**src/rtl/id_ex_stage.sv**
```systemverilog
// -----------------------------------------------------------------------------
// id_ex_stage
//   Decode/execute stage of a three-stage RV32I pipeline. Holds the register
//   file, decodes R-type / I-type ALU, lw, sw and beq/bne, runs the ALU,
//   resolves branches, detects load-use hazards and registers the result
//   toward the MEM/WB stage.
//
// Ports
//   clk, rst_n         rising-edge clock, asynchronous active-low reset
//   IFD_IR, IFD_NPC    instruction and its PC+4 from the fetch stage
//   wb_en/addr/data    register-file write port driven by MEM/WB
//   stall              combinational; fetch must hold IFD_IR for one cycle
//   condn_flag, adder  registered branch-taken redirect and its target
//   EX_*               registered result bundle for MEM/WB
//
// Fetch/decode protocol:
//   - While stall=1 the instruction on IFD_IR is not consumed; fetch presents
//     the same IFD_IR/IFD_NPC on the next cycle.
//   - While condn_flag=1 the instruction on IFD_IR is a wrong-path instruction
//     and is dropped; fetch uses adder as the next PC.
//   - The wb port carries the result EX produced one cycle earlier, so a
//     value is always visible through EX forward, WB bypass or the regfile.
// -----------------------------------------------------------------------------
module id_ex_stage #(
  parameter int NUM_REGS    = 32,
  parameter int INIT_SQUASH = 1
) (
  input  logic        clk,
  input  logic        rst_n,
  input  logic [31:0] IFD_IR,
  input  logic [31:0] IFD_NPC,
  input  logic        wb_en,
  input  logic [4:0]  wb_addr,
  input  logic [31:0] wb_data,
  output logic        stall,
  output logic        condn_flag,
  output logic [31:0] adder,
  output logic        EX_Valid,
  output logic [31:0] EX_ALU_Out,
  output logic [31:0] EX_Store_Data,
  output logic [4:0]  EX_Rd,
  output logic        EX_Reg_Write,
  output logic        EX_Mem_Read,
  output logic        EX_Mem_Write
);

  localparam int SQ_W = (INIT_SQUASH < 1) ? 1 : $clog2(INIT_SQUASH + 1);
  localparam logic [SQ_W-1:0] SQ_INIT = SQ_W'(INIT_SQUASH);

  localparam logic [4:0] OPC_R   = 5'b01100;
  localparam logic [4:0] OPC_I   = 5'b00100;
  localparam logic [4:0] OPC_LW  = 5'b00000;
  localparam logic [4:0] OPC_SW  = 5'b01000;
  localparam logic [4:0] OPC_BR  = 5'b11000;

  // ---------------------------------------------------------------------------
  // State
  // ---------------------------------------------------------------------------
  logic [31:0]     rf_q [NUM_REGS];
  logic [SQ_W-1:0] squash_q, squash_d;
  logic            condn_q, condn_d;
  logic [31:0]     adder_q, adder_d;
  logic            ex_valid_q, ex_valid_d;
  logic [31:0]     ex_alu_q, ex_alu_d;
  logic [31:0]     ex_store_q, ex_store_d;
  logic [4:0]      ex_rd_q, ex_rd_d;
  logic            ex_rw_q, ex_rw_d;
  logic            ex_mr_q, ex_mr_d;
  logic            ex_mw_q, ex_mw_d;

  // ---------------------------------------------------------------------------
  // Field extraction and decode
  // ---------------------------------------------------------------------------
  logic [4:0]  opc, rs1, rs2, rd;
  logic [2:0]  f3;
  logic [31:0] imm_i, imm_s, imm_b;
  logic        is_r, is_i, is_lw, is_sw, is_br, supported;
  logic        uses_rs2, bubble, load_use;

  assign opc = IFD_IR[6:2];
  assign rd  = IFD_IR[11:7];
  assign f3  = IFD_IR[14:12];
  assign rs1 = IFD_IR[19:15];
  assign rs2 = IFD_IR[24:20];

  assign imm_i = {{20{IFD_IR[31]}}, IFD_IR[31:20]};
  assign imm_s = {{20{IFD_IR[31]}}, IFD_IR[31:25], IFD_IR[11:7]};
  assign imm_b = {{19{IFD_IR[31]}}, IFD_IR[31], IFD_IR[7], IFD_IR[30:25],
                  IFD_IR[11:8], 1'b0};

  always_comb begin
    // Only 32-bit encodings (IR[1:0]=11) are decoded.
    is_r  = (IFD_IR[1:0] == 2'b11) && (opc == OPC_R);
    is_i  = (IFD_IR[1:0] == 2'b11) && (opc == OPC_I);
    is_lw = (IFD_IR[1:0] == 2'b11) && (opc == OPC_LW) && (f3 == 3'b010);
    is_sw = (IFD_IR[1:0] == 2'b11) && (opc == OPC_SW) && (f3 == 3'b010);
    // beq (000) and bne (001) only
    is_br = (IFD_IR[1:0] == 2'b11) && (opc == OPC_BR) && (f3[2:1] == 2'b00);
    supported = is_r || is_i || is_lw || is_sw || is_br;
    uses_rs2  = is_r || is_sw || is_br;
  end

  // A wrong-path instruction (condn_flag high) or a start-up cycle is dropped
  // before any hazard or branch logic can see it.
  assign bubble = (squash_q != '0) || condn_q || !supported;

  always_comb begin
    load_use = 1'b0;
    if (!bubble && ex_valid_q && ex_mr_q && (ex_rd_q != 5'd0)) begin
      load_use = (rs1 == ex_rd_q) || (uses_rs2 && (rs2 == ex_rd_q));
    end
  end

  assign stall = load_use;

  // ---------------------------------------------------------------------------
  // Operand sourcing: EX forward beats WB bypass beats the register file.
  // A load in EX cannot forward; its data arrives on the wb port one cycle
  // later, which is what the load-use stall waits for.
  // ---------------------------------------------------------------------------
  logic        ex_fwd_ok;
  logic [31:0] rf_rs1, rf_rs2, op_a, op_b;

  assign ex_fwd_ok = ex_valid_q && ex_rw_q && !ex_mr_q;

  always_comb begin
    rf_rs1 = '0;
    rf_rs2 = '0;
    if (int'(rs1) < NUM_REGS) rf_rs1 = rf_q[rs1];
    if (int'(rs2) < NUM_REGS) rf_rs2 = rf_q[rs2];
  end

  always_comb begin
    op_a = rf_rs1;
    if (rs1 == 5'd0)                          op_a = '0;
    else if (ex_fwd_ok && (ex_rd_q == rs1))   op_a = ex_alu_q;
    else if (wb_en && (wb_addr == rs1))       op_a = wb_data;
  end

  always_comb begin
    op_b = rf_rs2;
    if (rs2 == 5'd0)                          op_b = '0;
    else if (ex_fwd_ok && (ex_rd_q == rs2))   op_b = ex_alu_q;
    else if (wb_en && (wb_addr == rs2))       op_b = wb_data;
  end

  // ---------------------------------------------------------------------------
  // ALU
  // ---------------------------------------------------------------------------
  logic [31:0] alu_b, alu_res, br_target, result;
  logic [4:0]  shamt;
  logic        alt, taken;

  assign alu_b = is_r ? op_b : imm_i;
  assign shamt = alu_b[4:0];
  // IR[30] selects sub/sra for R-type; for I-type only srai uses it (addi
  // never subtracts even when its immediate has bit 10 set).
  assign alt   = is_r ? IFD_IR[30] : ((f3 == 3'b101) && IFD_IR[30]);

  always_comb begin
    alu_res = '0;
    case (f3)
      3'b000:  alu_res = alt ? (op_a - alu_b) : (op_a + alu_b);
      3'b001:  alu_res = op_a << shamt;
      3'b010:  alu_res = {31'd0, ($signed(op_a) < $signed(alu_b))};
      3'b011:  alu_res = {31'd0, (op_a < alu_b)};
      3'b100:  alu_res = op_a ^ alu_b;
      3'b101: begin
        // Kept as separate assignments so the arithmetic shift stays signed.
        if (alt) alu_res = $unsigned($signed(op_a) >>> shamt);
        else     alu_res = op_a >> shamt;
      end
      3'b110:  alu_res = op_a | alu_b;
      default: alu_res = op_a & alu_b;
    endcase
  end

  assign br_target = IFD_NPC - 32'd4 + imm_b;
  assign taken     = is_br && (f3[0] ? (op_a != op_b) : (op_a == op_b));

  always_comb begin
    result = alu_res;
    if (is_lw)      result = op_a + imm_i;
    else if (is_sw) result = op_a + imm_s;
    else if (is_br) result = br_target;
  end

  // ---------------------------------------------------------------------------
  // Next state
  // ---------------------------------------------------------------------------
  always_comb begin
    squash_d   = (squash_q != '0) ? (squash_q - 1'b1) : squash_q;
    condn_d    = 1'b0;
    adder_d    = adder_q;
    ex_valid_d = 1'b0;
    ex_alu_d   = '0;
    ex_store_d = '0;
    ex_rd_d    = '0;
    ex_rw_d    = 1'b0;
    ex_mr_d    = 1'b0;
    ex_mw_d    = 1'b0;
    if (!bubble && !load_use) begin
      ex_valid_d = 1'b1;
      ex_alu_d   = result;
      ex_rw_d    = is_r || is_i || is_lw;
      ex_rd_d    = (is_r || is_i || is_lw) ? rd : 5'd0;
      ex_mr_d    = is_lw;
      ex_mw_d    = is_sw;
      ex_store_d = is_sw ? op_b : 32'd0;
      if (taken) begin
        condn_d = 1'b1;
        adder_d = br_target;
      end
    end
  end

  always_ff @(posedge clk or negedge rst_n) begin
    if (!rst_n) begin
      squash_q   <= SQ_INIT;
      condn_q    <= 1'b0;
      adder_q    <= '0;
      ex_valid_q <= 1'b0;
      ex_alu_q   <= '0;
      ex_store_q <= '0;
      ex_rd_q    <= '0;
      ex_rw_q    <= 1'b0;
      ex_mr_q    <= 1'b0;
      ex_mw_q    <= 1'b0;
    end else begin
      squash_q   <= squash_d;
      condn_q    <= condn_d;
      adder_q    <= adder_d;
      ex_valid_q <= ex_valid_d;
      ex_alu_q   <= ex_alu_d;
      ex_store_q <= ex_store_d;
      ex_rd_q    <= ex_rd_d;
      ex_rw_q    <= ex_rw_d;
      ex_mr_q    <= ex_mr_d;
      ex_mw_q    <= ex_mw_d;
    end
  end

  // Register file; x0 is never written so it always reads zero.
  always_ff @(posedge clk or negedge rst_n) begin
    if (!rst_n) begin
      for (int i = 0; i < NUM_REGS; i++) rf_q[i] <= '0;
    end else if (wb_en && (wb_addr != 5'd0) && (int'(wb_addr) < NUM_REGS)) begin
      rf_q[wb_addr] <= wb_data;
    end
  end

  assign condn_flag    = condn_q;
  assign adder         = adder_q;
  assign EX_Valid      = ex_valid_q;
  assign EX_ALU_Out    = ex_alu_q;
  assign EX_Store_Data = ex_store_q;
  assign EX_Rd         = ex_rd_q;
  assign EX_Reg_Write  = ex_rw_q;
  assign EX_Mem_Read   = ex_mr_q;
  assign EX_Mem_Write  = ex_mw_q;

endmodule

```
**config.mk**
```make
export PLATFORM = sky130hd
export DESIGN_NAME = id_ex_stage
export DESIGN_NICKNAME = d
export VERILOG_FILES = /design/src/rtl/id_ex_stage.sv
export SDC_FILE = /design/constraint.sdc
export NUM_CORES = 2
export LEC_CHECK = 0
export ABC_AREA = 0
export BUFFER_PORTS_ARGS = -buffer_cell sky130_fd_sc_hd__buf_4
export CORE_MARGIN = 2
export CORE_UTILIZATION = 55
export DETAILED_ROUTE_END_ITERATION = 8
export HOLD_SLACK_MARGIN = 0.08
export PLACE_DENSITY = 0.72
export SYNTH_ARGS = -nofsm -noshare
export SYNTH_HDL_FRONTEND = slang
export SYNTH_SLANG_ARGS = --single-unit
```
**constraint.sdc**
```tcl
create_clock -name clk -period 14.8 [get_ports clk]
set_input_delay 1.48 -clock clk [delete_from_list [all_inputs] [get_ports clk]]
set_output_delay 1.48 -clock clk [all_outputs]
set_load 0.02 [all_outputs]
```
# Yosys cells after proc, flatten, opt, wreduce, memory -nomap -nowiden
# Index checks and enable logic that the tools add are counted.
# W data, S select, Z words.
totals:
  register_bits: 1131
  out_inout_bits: 107
  word_cells: 164
op_classes:
  add_sub_neg: 7
  magnitude_cmp: 6
  n_eq_ne: 19
  n_shift: 3
  mux: 37
  n_bitwise: 6
  n_reduce_logical: 44
ops:
  columns: ["cell", "n"]
  rows:
  - ["$bwmux W1024", 1]
  - ["$mux W32", 20]
  - ["$bmux W32 S5", 2]
  - ["$pmux W32 S7", 1]
  - ["$demux W32 S5", 1]
  - ["$add A32 B32 Y32", 4]
  - ["$lt A32 B32 Y1", 2]
  - ["$and A32 B32 Y32", 1]
  - ["$eq A32 B32 Y1", 1]
  - ["$ne A32 B32 Y1", 1]
  - ["$or A32 B32 Y32", 1]
  - ["$shl A32 B5 Y32", 1]
  - ["$shr A32 B5 Y32", 1]
  - ["$sshr A32 B5 Y32", 1]
  - ["$sub A32 B3 Y32 const B", 1]
  - ["$sub A32 B32 Y32", 1]
  - ["$xor A32 B32 Y32", 1]
  - ["$eq A5 B5 Y1", 6]
  - ["$logic_and A1 B1 Y1", 23]
  - ["$ge A6 B6 Y1 const B", 3]
  - ["$not A5 Y6", 3]
  - ["$logic_not A5 Y1", 3]
  - ["$eq A5 B4 Y1 const B", 2]
  - ["$mux W1", 10]
  - ["15 further kinds", 31]

# Logic depth before layout (Yosys ltp)
logic_depth:
  ltp_word: 16
  depth_mapped: 29
  depth_no_buf: 23

# Least setup slack after synthesis
# OpenSTA, ideal clock, no wires.
synth_path:
  path_type: "input to register"
  from: "input IFD_IR[20]"
  to: "register ex_alu_q[21] (netlist: EX_ALU_Out[21])"
  setup_ps: 124
  arrival_ps: 7120
  t_required_ps: 14676
  slack_ps: 7557
  stages: 28
  path_buffers: 9
  path_cell_list: "buf_6 -> buf_6 -> buf_6 -> buf_6 -> buf_6 -> buf_2 -> mux2i_1 -> o22ai_1 -> a211oi_1 -> a21o_1 -> o22a_1 -> mux2_2 -> clkbuf_1 -> clkbuf_1 -> buf_1 -> ha_1 -> o21ai_0 -> a21o_1 -> a211o_1 -> o31ai_1 -> a31oi_1 -> or4_1 -> a22oi_1 -> xnor2_1 -> a221o_1 -> a21oi_1 -> o211ai_1 -> a211o_1"
synth_between:
  elab_chain_cells: 15
  elab_cells_between_ends: 35
  cone_classes: "add/sub: 3; eq/ne: 3; shift: 3; mux: 15; bitwise: 4; reduce/logical: 7"
synth_rtl:
  columns: ["element", "line", "text"]
  rows:
  - ["start, declared", "30", "input logic [31:0] IFD_IR,"]
  - ["$not A5 Y6 (implied by the code)", "130", "if (int'(rs2) < NUM_REGS) rf_rs2 = rf_q[rs2];"]
  - ["$bmux W32 S5", "130", null]
  - ["$mux W32 (implied by the code) (2 in a row)", "130", null]
  - ["$mux W32", "144", "else if (wb_en && (wb_addr == rs2)) op_b = wb_data;"]
  - ["$mux W32", "143", "else if (ex_fwd_ok && (ex_rd_q == rs2)) op_b = ex_alu_q;"]
  - ["$mux W32", "142", "if (rs2 == 5'd0) op_b = '0;"]
  - ["$mux W32", "154", "assign alu_b = is_r ? op_b : imm_i;"]
  - ["$add A32 B32 Y32 (tied with other cells)", "163", "3'b000: alu_res = alt ? (op_a - alu_b) : (op_a + alu_b);"]
  - ["$mux W32, on equally long branches", "163, 170", null]
  - ["$pmux W32 S7", "162", "case (f3)"]
  - ["$mux W32", "185", "else if (is_br) result = br_target;"]
  - ["$mux W32", "184", "else if (is_sw) result = op_a + imm_s;"]
  - ["$mux W32", "183", "if (is_lw) result = op_a + imm_i;"]
  - ["$mux W32 (*)", "202", "if (!bubble && !load_use) begin"]
  - ["net ex_alu_d[21]", "64", "logic [31:0] ex_alu_q, ex_alu_d;"]
  - ["end signal, assigned", "234", "ex_alu_q <= ex_alu_d;"]
  - ["end, declared", "64", null]
# The timed path passes the listed nets; every way through them passes the cells marked *. The select of a mux whose other input is x is not followed.
# A chain may end at the register's enable or synchronous reset.

# Worst setup path in the final report
layout_path:
  from: "input IFD_IR[20]"
  to: "register ex_alu_q[28] (netlist: EX_ALU_Out[28])"
# The elaborated chain is that of the path after synthesis.

==> qor.csv <==
metric,value,unit
final-report setup violation count,0,
Syn Area/Cell,11.30,µm²
fillers,10765,
RSZ-0062 raised after global routing,false,
die area,0.1368,mm²
skew final,59.16,ps
Max Slew Vio Count,6,
CTS H-tree depth,3,
cell taking the most area after synthesis,dfrtp_1,
Starting Density,55.29,%
final net count,6720,
Post-Syn Nets,6813,
Post-Synthesis Cells,6512,
Post-synth EDFFs,0,
cell with the most instances after synthesis,dfrtp_1,
ANT nets after route,0,
maximum vdd drop,0.1246,mV
final hold violation count,0,
PwrDens,125.4,mW/mm²
CTS Buffer Depth,3,
hold_buf cts,0,
Rows,134,
"top cells by count, synth","dfrtp_1 (1130), mux2_2 (1015), clkbuf_1 (422)",
Fmax achieved,112.8,MHz
synthesized area,0.07360,mm²
Clock Latency Late Sink,820,ps
setup_tns,0,ps
# IOs,211,
routed via count,61461,
post-synthesis sequential area ratio,38.46,%
"Clk pin slew, worst setup/hold paths",60,ps
Final Wtd Congestion,1.099,
1st-iter DRT viols,9721,
remaining global-route overflow,0,
wire per inst,37.53,µm
Worst Tran Pin Value,1554,ps
worst endpoint data arrival time,9520,ps
initial antenna violation count,22,
Worst Path Max Fanout,68,
layout cells sized above 1,32.43,%
WP data required,15450,ps
Worst path slowest cell,a222oi_1,
post-synth top area share,38.42,%
Root Driver,clkbuf_16,
Synth Warn #,0,
TritonCTS clock tree,built,
WL final,311300,µm
Final HPWL DP,208200,µm
die width,369.8,µm
count of different cell masters after synthesis,98,
Final min period,8864,ps
Area contributors post-synth,"dfrtp_1 (38%), mux2_2 (16%), mux4_2 (12%), mux2i_1 (4.4%), ha_1 (3.3%)",
slowest cell delay on critical path,1100,ps
crit path cell chain,buf_8 -> xor2_1 -> or3b_2 -> o21ai_0 -> nor2_1 -> buf_4 -> a222oi_1 -> a21oi_1 -> ha_1 -> inv_1 -> o211ai_1 -> a211oi_1 -> a2111oi_0 -> a21oi_1 -> o21ai_0 -> a31oi_1 -> o311ai_0 -> o31ai_1 -> mux2i_1 -> nor4_1 -> o21bai_1,
"FFs w/ async S/R, synth",100.0,%
Relative slew margins,-6.576,%
Vias/cell,7.409,
worst hold path class,flop to flop,
crit end category,flop,
die extent in y,369.8,µm
outcome,finished with violations,
max-cap check violation count,2,
kind of critical path,input port to flop,
r2r setup slk,6700,ps
pin count of the biggest net entering global routing,174,
Overall Global Routing Usage,45.10,%
CTS resizes,0,
CTS buffer count,119,
"FF+latch count, synth",1131,
P&R area growth vs syn,9.423,%
I/O Buffers,210,
first-pass iteration count of the detailed router,9,
Core Area,0.1331,mm²
Main synth FF type,dfrtp_1,
vias in the first global route,60952,
failing checks,"capacitance limit, slew limit",
first-pass GRT wire length,443000,µm
clock sink count,1131,
# Post-CTS Setup Buffers,0,
startpoint types,input port,
Final Cycle Share,59.89,%
Hold Slack,403.1,ps
P_leak,35.79,nW
Post-route DRC,0,
[layout make-up]
class                           count  area [µm²]  area share (%)
Timing Repair Buffer              389        3038           3.772
Multi-Input combinational cell   4533       42000           52.16
Clock buffer                      178        3470           4.308
Clock inverter                     40       556.8          0.6914
Antenna cell                       12       30.03         0.03729
Inverter                          245       919.6           1.142
Sequential cell                  1131       28300           35.14
Tap cell                         1768        2212           2.747
[routing by layer]
metal  vias to the layer above  track usage, %  wire, µm
met3                      1424           12.95     37320
met4                        14           36.08     30700
li1                      24296               -         -
met1                     30954           55.35    108100
met2                      4773           66.70    135100
met5                         -               0       113
[critical path, delay by kind of cell]
kind	cells	cell delay (ps)
xor+xnor	1	160
mux	1	160
buf+inv	3	1120
compound gates	12	4500
fa+ha+maj	1	570
simple gates	3	1480
[kinds of logic after synthesis]
kind of cell	share of synthesized area, %
DFF	38.46
muxes	32.23
xor gates and xnor gates	1.676
buffers and inverters	4.905
AOI/OAI and AO/OA	12.44
other	0.005095
and+or+nand+nor	6.889
adders and majority gates	3.400
[report_power, final]
group	total [mW]	leakage (nW)	switching, mW	internal, mW
sequential	4.05	14.6	0.425	3.63
combinational	2.92	19.2	1.62	1.30
clock	3.13	1.97	1.37	1.77
total	10.1	35.8	3.41	6.69
[worst paths after layout]
check,start,end,cells past startpoint
setup reg to reg,EX_Mem_Read,EX_ALU_Out[28],20
max in group asynchronous,rst_n,adder[5],4
setup / recovery,IFD_IR[20],EX_ALU_Out[28],21
hold reg to reg,rf_q[1000],rf_q[1000],0
min in group asynchronous,rst_n,rf_q[829],1
hold / removal,rf_q[1000],rf_q[1000],0
[state kept, by name, indices dropped and copies added, names as in the netlist]
register       cells
EX_Mem_Read        1
squash_q           1
EX_Store_Data     32
EX_ALU_Out        32
EX_Rd              5
EX_Mem_Write       1
EX_Valid           1
condn_flag         1
adder             32
EX_Reg_Write       1
rf_q            1024
[cell usage in the layout (no fill, tap or decap), types with 19 or more instances in the layout]
cell,instances
inv_1,239
clkbuf_1,32
xor2_1,49
a21o_1,55
mux2_2,1015
a31oi_1,37
o22ai_1,80
buf_4,377
xnor2_1,90
a22oi_1,163
nor2b_1,19
a2111oi_0,24
and3_1,25
mux2_4,27
nand2b_1,21
nand2_1,296
o211ai_1,31
dfrtp_1,1130
ha_1,192
a222oi_1,19
clkbuf_16,119
nor4_1,19
mux2i_1,320
mux4_2,385
o221ai_1,41
nand3_1,102
o21a_1,19
nor3_1,75
a22o_1,51
nor2_1,311
nand4_1,47
o21ai_0,233
a21oi_1,316
a221oi_1,31
clkbuf_8,29
and2_1,30
a211oi_1,79
o21bai_1,29
[per-stage QoR]
step | setup WS (ps) | std cells | utilization (%) | power [mW] | area, µm²
2_1_floorplan | 7557 | 6512 | - | 5.857 | 73600
3_3_place_gp | 5469 | 8066 | 57.45 | 6.806 | 76470
3_5_place_dp | 5520 | 8066 | 57.45 | 6.877 | 76470
4_1_cts | 6260 | 8284 | 60.47 | 9.982 | 80500
5_1_grt | 5648 | 8288 | 60.48 | 10.40 | 80510
6_report | 5936 | 8296 | 60.50 | 10.10 | 80530
Note: power is estimated with default switching activity, not from simulation.
